[config.mk]
export PLATFORM = sky130hd
export DESIGN_NAME = mul_error_profiler_flat
export DESIGN_NICKNAME = d
export VERILOG_FILES = /design/src/rtl/mul_error_profiler_if.sv /design/src/rtl/mul_error_profiler.sv /design/src/flat_wrapper.sv
export SDC_FILE = /design/constraint.sdc
export NUM_CORES = 1
export LEC_CHECK = 0
export CAP_MARGIN = 20
export CORE_MARGIN = 2
export CORE_UTILIZATION = 30
export CTS_CLUSTER_SIZE = 12
export DETAILED_ROUTE_END_ITERATION = 8
export DONT_BUFFER_PORTS = 1
export PLACE_DENSITY_LB_ADDON = 0.25
export RECOVER_POWER = 50
export SYNTH_ARGS = -nofsm -noshare
export SYNTH_HDL_FRONTEND = slang
export SYNTH_SLANG_ARGS = --single-unit
[constraint.sdc]
create_clock -name clk -period 5.9 [get_ports clk]
set_clock_uncertainty 0.15 [all_clocks]
set_input_delay 0.295 -clock clk [delete_from_list [all_inputs] [get_ports clk]]
set_output_delay 0.295 -clock clk [all_outputs]
set_load 0.01 [all_outputs]
[src/rtl/mul_error_profiler_if.sv]
// Bus between the multiplier error profiler and its environment: sweep
// control, multiplier operand/product lines and the accumulated statistics.
// The profiler uses the master modport; the multiplier/test side uses slave.
interface mul_error_profiler_if #(
  parameter int WIDTH = 4
);
  logic                 start;
  logic                 busy;
  logic                 done;
  logic [WIDTH-1:0]     mul_in1;
  logic [WIDTH-1:0]     mul_in2;
  logic [2*WIDTH-1:0]   mul_out;
  logic                 mul_overflow;
  logic [2*WIDTH:0]     err_count;
  logic [2*WIDTH-1:0]   max_ed;
  logic [4*WIDTH-1:0]   sum_ed;
  logic [2*WIDTH:0]     ovf_count;
  logic [WIDTH-1:0]     first_err_a;
  logic [WIDTH-1:0]     first_err_b;

  modport master (
    input  start, mul_out, mul_overflow,
    output busy, done, mul_in1, mul_in2,
           err_count, max_ed, sum_ed, ovf_count, first_err_a, first_err_b
  );

  modport slave (
    output start, mul_out, mul_overflow,
    input  busy, done, mul_in1, mul_in2,
           err_count, max_ed, sum_ed, ovf_count, first_err_a, first_err_b
  );
endinterface

[src/rtl/mul_error_profiler.sv]
// Exhaustive error profiler for a WIDTH x WIDTH unsigned multiplier.
// Walks every operand pair (A outer, B inner), holds each pair LAT+1 cycles,
// samples the product on the last cycle and accumulates mismatch count,
// max/sum of error distance and overflow count.
// Optional macro MUL_PROFILER_FIRST_ERR_EN: record operands of the first
// mismatch of each sweep; otherwise first_err_a/b are tied to 0.
module mul_error_profiler #(
  parameter int WIDTH = 4,
  parameter int LAT   = 0
) (
  input  logic                 clk,
  input  logic                 rst,
  mul_error_profiler_if.master bus
);
  localparam int IW = 2 * WIDTH;
  localparam int WW = (LAT > 0) ? $clog2(LAT + 1) : 1;
  localparam logic [WW-1:0] LAST_W = WW'(LAT);

  typedef enum logic [1:0] {IDLE, APPLY, DONE} state_t;

  state_t          state_q, state_d;
  logic [IW-1:0]   idx_q, idx_d;
  logic [WW-1:0]   wait_q, wait_d;
  logic [IW:0]     err_q, err_d;
  logic [IW-1:0]   max_q, max_d;
  logic [2*IW-1:0] sum_q, sum_d;
  logic [IW:0]     ovf_q, ovf_d;

  logic [WIDTH-1:0] op_a, op_b;
  logic [IW-1:0]    exact, ed;
  logic             start_acc, sample, mismatch;

  assign op_a      = idx_q[IW-1:WIDTH];
  assign op_b      = idx_q[WIDTH-1:0];
  assign exact     = {{WIDTH{1'b0}}, op_a} * {{WIDTH{1'b0}}, op_b};
  // Distance taken in the direction that cannot wrap.
  assign ed        = (exact >= bus.mul_out) ? (exact - bus.mul_out) : (bus.mul_out - exact);
  assign mismatch  = (ed != '0);
  assign start_acc = (state_q == IDLE) && bus.start;
  assign sample    = (state_q == APPLY) && (wait_q == LAST_W);

  // State, index, wait counter and accumulator registers.
  always_ff @(posedge clk) begin
    if (rst) begin
      state_q <= IDLE;
      idx_q   <= '0;
      wait_q  <= '0;
      err_q   <= '0;
      max_q   <= '0;
      sum_q   <= '0;
      ovf_q   <= '0;
    end else begin
      state_q <= state_d;
      idx_q   <= idx_d;
      wait_q  <= wait_d;
      err_q   <= err_d;
      max_q   <= max_d;
      sum_q   <= sum_d;
      ovf_q   <= ovf_d;
    end
  end

  // Sweep sequencing, operand drive and accumulator update.
  always_comb begin
    state_d     = state_q;
    idx_d       = idx_q;
    wait_d      = wait_q;
    err_d       = err_q;
    max_d       = max_q;
    sum_d       = sum_q;
    ovf_d       = ovf_q;
    bus.busy    = 1'b0;
    bus.done    = 1'b0;
    bus.mul_in1 = '0;
    bus.mul_in2 = '0;
    case (state_q)
      IDLE: begin
        if (bus.start) begin
          state_d = APPLY;
          idx_d   = '0;
          wait_d  = '0;
          err_d   = '0;
          max_d   = '0;
          sum_d   = '0;
          ovf_d   = '0;
        end
      end
      APPLY: begin
        bus.busy    = 1'b1;
        bus.mul_in1 = op_a;
        bus.mul_in2 = op_b;
        if (wait_q == LAST_W) begin
          if (mismatch)         err_d = err_q + (IW+1)'(1);
          if (ed > max_q)       max_d = ed;
          sum_d = sum_q + {{IW{1'b0}}, ed};
          if (bus.mul_overflow) ovf_d = ovf_q + (IW+1)'(1);
          if (&idx_q) begin
            state_d = DONE;
          end else begin
            idx_d  = idx_q + IW'(1);
            wait_d = '0;
          end
        end else begin
          wait_d = wait_q + WW'(1);
        end
      end
      DONE: begin
        bus.done = 1'b1;
        state_d  = IDLE;
      end
      default: state_d = IDLE;
    endcase
  end

  assign bus.err_count = err_q;
  assign bus.max_ed    = max_q;
  assign bus.sum_ed    = sum_q;
  assign bus.ovf_count = ovf_q;

`ifdef MUL_PROFILER_FIRST_ERR_EN
  logic             seen_q;
  logic [WIDTH-1:0] fa_q, fb_q;

  // Latch operands of the first mismatch; cleared by each accepted start.
  always_ff @(posedge clk) begin
    if (rst || start_acc) begin
      seen_q <= 1'b0;
      fa_q   <= '0;
      fb_q   <= '0;
    end else if (sample && mismatch && !seen_q) begin
      seen_q <= 1'b1;
      fa_q   <= op_a;
      fb_q   <= op_b;
    end
  end

  assign bus.first_err_a = fa_q;
  assign bus.first_err_b = fb_q;
`else
  assign bus.first_err_a = '0;
  assign bus.first_err_b = '0;
`endif
endmodule

[src/flat_wrapper.sv]
// flat-port wrapper written by rule: the top's interface ports become plain ports
module mul_error_profiler_flat 
#(
  parameter int WIDTH = 4,
  parameter int LAT   = 0
)
  (clk, rst, bus_start, bus_mul_out, bus_mul_overflow, bus_busy, bus_done, bus_mul_in1, bus_mul_in2, bus_err_count, bus_max_ed, bus_sum_ed, bus_ovf_count, bus_first_err_a, bus_first_err_b);
  mul_error_profiler_if #(.WIDTH(WIDTH)) bus_i ();
  input  logic clk;
  input  logic rst;
  input wire logic [$bits(bus_i.start)-1:0] bus_start;
  input wire logic [$bits(bus_i.mul_out)-1:0] bus_mul_out;
  input wire logic [$bits(bus_i.mul_overflow)-1:0] bus_mul_overflow;
  output wire logic [$bits(bus_i.busy)-1:0] bus_busy;
  output wire logic [$bits(bus_i.done)-1:0] bus_done;
  output wire logic [$bits(bus_i.mul_in1)-1:0] bus_mul_in1;
  output wire logic [$bits(bus_i.mul_in2)-1:0] bus_mul_in2;
  output wire logic [$bits(bus_i.err_count)-1:0] bus_err_count;
  output wire logic [$bits(bus_i.max_ed)-1:0] bus_max_ed;
  output wire logic [$bits(bus_i.sum_ed)-1:0] bus_sum_ed;
  output wire logic [$bits(bus_i.ovf_count)-1:0] bus_ovf_count;
  output wire logic [$bits(bus_i.first_err_a)-1:0] bus_first_err_a;
  output wire logic [$bits(bus_i.first_err_b)-1:0] bus_first_err_b;
  assign bus_i.start = bus_start;
  assign bus_i.mul_out = bus_mul_out;
  assign bus_i.mul_overflow = bus_mul_overflow;
  assign bus_busy = bus_i.busy;
  assign bus_done = bus_i.done;
  assign bus_mul_in1 = bus_i.mul_in1;
  assign bus_mul_in2 = bus_i.mul_in2;
  assign bus_err_count = bus_i.err_count;
  assign bus_max_ed = bus_i.max_ed;
  assign bus_sum_ed = bus_i.sum_ed;
  assign bus_ovf_count = bus_i.ovf_count;
  assign bus_first_err_a = bus_i.first_err_a;
  assign bus_first_err_b = bus_i.first_err_b;
  mul_error_profiler #(.WIDTH(WIDTH), .LAT(LAT)) u_core (.clk(clk), .rst(rst), .bus(bus_i));
endmodule
==> flow_summary.ini <==
[outcome]
status = completed

[placement]
post-dp-hpwl_um = 8190
portBuffers = 0
routabilityCongestion = 0.840
post-place-ws_ps = -57.5

[flow_run]
drv_cap = 0

[synthesis]
synth_cells = 512
async_flop_share = 0
ys_seq_elements = 52
syn_area_per_cell_um2 = 8.07
ys_warn_count = 0
seq_area_frac_synth = 0.252
synth_edf_count = 0
netlist_area_um2 = 4130
ys_types = 58
dominantRegCellSynth = dfxtp_1

[route]
routedWlPerCell_um = 15.5
top_layer_used = met4
via_count = 3629
ant_nets = 0
wirelength_um = 11100
routed_via_density = 5.06
wl_met2_um = 5410
wl_met3_um = 791
drtPass1Iterations = 4
first_iter_violations = 192
drc = 0
m1WireLength_um = 4790

[critical_path]
cp-end-kind = flop
setup.worst_path.class = reg2reg
cp_data_arrival_time_ps = 5700
crit_slowest_cell = fa_1
crit_path_max_incr_delay_ps = 550
cp-start-kind = flop
critPathMaxFanout = 6
worst_ep_required_time_ps = 5950
crit_top_cell = a21o_1

[global_routing]
grt_max_degree = 35
grt-ovfl-total = 0
grt_first_pass_wirelength_um = 17200
grt_util_all_layers = 0.146
grt_pass1_vias = 3443
antenna_found_initial = 0

[layout]
drive_gt1_frac = 0.174
area_growth_pct = 18.7
nets = 607
diodes = 0
fillCellCount = 1437

[cts]
cts-root-buf = clkbuf_16
cts_tree = yes
cts_buffers = 5
cts.reportedPaths.clkPinSlew_ps = 70
cts.sinks = 52
cts_max_level = 2
clockBufferDepth = 2
clk_latency_ps = 290

[timing]
rsz0062_at_grt = true
worstMarginPinSlew_ps = 852
fin_ws_ps = 257
setup_viol = 0
maxSlewViolCount = 0
finalCriticalPeriod_ps = 5640
post-route-period-util = 0.956
fmax_ghz = 0.177
hold_viol = 0
maxSlewHeadroom = 0.432
whs_ps = 30.6

[floorplanning]
fp.dieH_um = 121
ios = 72
dieArea_um2 = 14700
start_util = 0.310
core-area_um2 = 13300
num_rows = 42
die_w_um = 121

[power]
finalPower_uw = 869
peakVddDrop_v = 0.000109
power_density_nw_per_um2 = 177
p_leak_uw = 0.00211

[hold_path]
hold_path.class = in2reg
## timing repair
item	CTS	global route
buffers inserted	2	13
hold endpoints to repair	34	0
setup endpoints to repair	3	18
gates resized for setup	1	33
pin swaps	2	33
hold buffers	1	0
## stage by stage
stage | instances | setup TNS, ps | area, um2 | util
6_report | 717 | 0 | 4900 | 0.367
5_1_grt | 717 | -562 | 4900 | 0.367
4_1_cts | 704 | 0 | 4660 | 0.349
3_5_place_dp | 693 | -57.5 | 4460 | 0.334
3_3_place_gp | 693 | 0 | 4460 | 0.334
2_1_floorplan | 519 | 0 | 4200 | -
## critical path, delay by kind of cell, from the launching register on
| family | cells | cell delay, ps |
|---|---|---|
| buffers and inverters | 4 | 320 |
| adders and majority gates | 5 | 1970 |
| and+or+nand+nor | 4 | 500 |
| muxes | 1 | 230 |
| DFF | 1 | 330 |
| xor gates and xnor gates | 1 | 210 |
| AOI/OAI and AO/OA | 10 | 1840 |
## worst paths after layout
check                               start                       to  slack, ps  cells past startpoint
setup / recovery          u_core.idx_q[6]    u_core.bus.sum_ed[15]        260                     25
hold / removal           bus_mul_overflow  u_core.bus.ovf_count[1]         30                      2
setup reg to reg          u_core.idx_q[6]    u_core.bus.sum_ed[15]        260                     25
hold reg to reg   u_core.bus.err_count[8]  u_core.bus.err_count[8]        390                      2
## cell usage in the layout, fill, tap and decap left out, types with 14 or more instances in the layout
| cell | instances |
|---|---|
| ha_1 | 46 |
| nand2_1 | 30 |
| dfxtp_1 | 47 |
| a21oi_1 | 41 |
| o21ai_0 | 19 |
| xor2_1 | 14 |
| nor2_1 | 49 |
| buf_4 | 40 |
| inv_1 | 34 |
| and2_1 | 21 |
## cells in the mapped netlist, drive strengths merged (3+ instances only)
| library cell | number | area (um2) |
|---|---|---|
| ha | 48 | 601 |
| nand3 | 12 | 60.1 |
| a22oi | 8 | 60.1 |
| fa | 7 | 140 |
| nor2b | 4 | 25.0 |
| dfxtp | 52 | 1040 |
| a21o | 12 | 90.1 |
| inv | 35 | 131 |
| a211oi | 5 | 37.5 |
| clkbuf | 13 | 48.8 |
| nand2b | 4 | 25.0 |
| buf | 17 | 109 |
| and3 | 7 | 43.8 |
| xnor2 | 12 | 105 |
| o21ai | 19 | 95.1 |
| or3 | 9 | 56.3 |
| nor4 | 3 | 18.8 |
| xor2 | 16 | 140 |
| and2 | 25 | 156 |
| mux2i | 4 | 40.0 |
| nand3b | 11 | 86.3 |
| a221o | 3 | 30.0 |
| o21bai | 3 | 22.5 |
| nor3 | 11 | 60.1 |
| nand4 | 14 | 93.8 |
| nor2 | 49 | 184 |
| a21oi | 48 | 244 |
| nand2 | 33 | 124 |
## kinds of logic (layout without fill, tap and decap cells)
logic type                 count (synthesis)  in the layout  synth area share
buffers and inverters                     65             87            0.0700
adders and majority gates                 55             55             0.179
xor gates and xnor gates                  28             28            0.0594
DFF                                       52             52             0.252
muxes                                      5              5            0.0124
other                                      1              8          0.000908
and+or+nand+nor                          195            195             0.253
AOI/OAI and AO/OA                        111            111             0.173
## routing by layer
metal,GRT usage,vias up
li1,-,1828
met1,0.178,1722
met2,0.249,73
met3,0.0456,6
met4,0.0388,0
met5,0,-
## area by class of cell
class | count | area [um2] | area share
clock inverters | 2 | 10.0 | 0.00204
well taps | 176 | 220 | 0.0449
repair buffers | 44 | 347 | 0.0707
flip-flops and latches | 52 | 1050 | 0.214
clock buffers | 6 | 139 | 0.0283
inverters | 35 | 131 | 0.0268
multi-input cells | 402 | 3010 | 0.614
## where the power goes
group / internal [uW] / leakage, uW / switching, uW
logic: 84.1 / 0.00161 / 111
clock network: 167 / 0.0000766 / 128
registers: 361 / 0.000424 / 17.3
## flip-flops by register name (all words and copies together) (netlist names)
| signal | cells |
|---|---|
| u_core.bus.err_count | 9 |
| u_core.bus.max_ed | 8 |
| u_core.bus.ovf_count | 9 |
| u_core.bus.sum_ed | 16 |
| u_core.idx_q | 8 |
| u_core.state_q | 2 |
(Power assumes the default switching activity.)
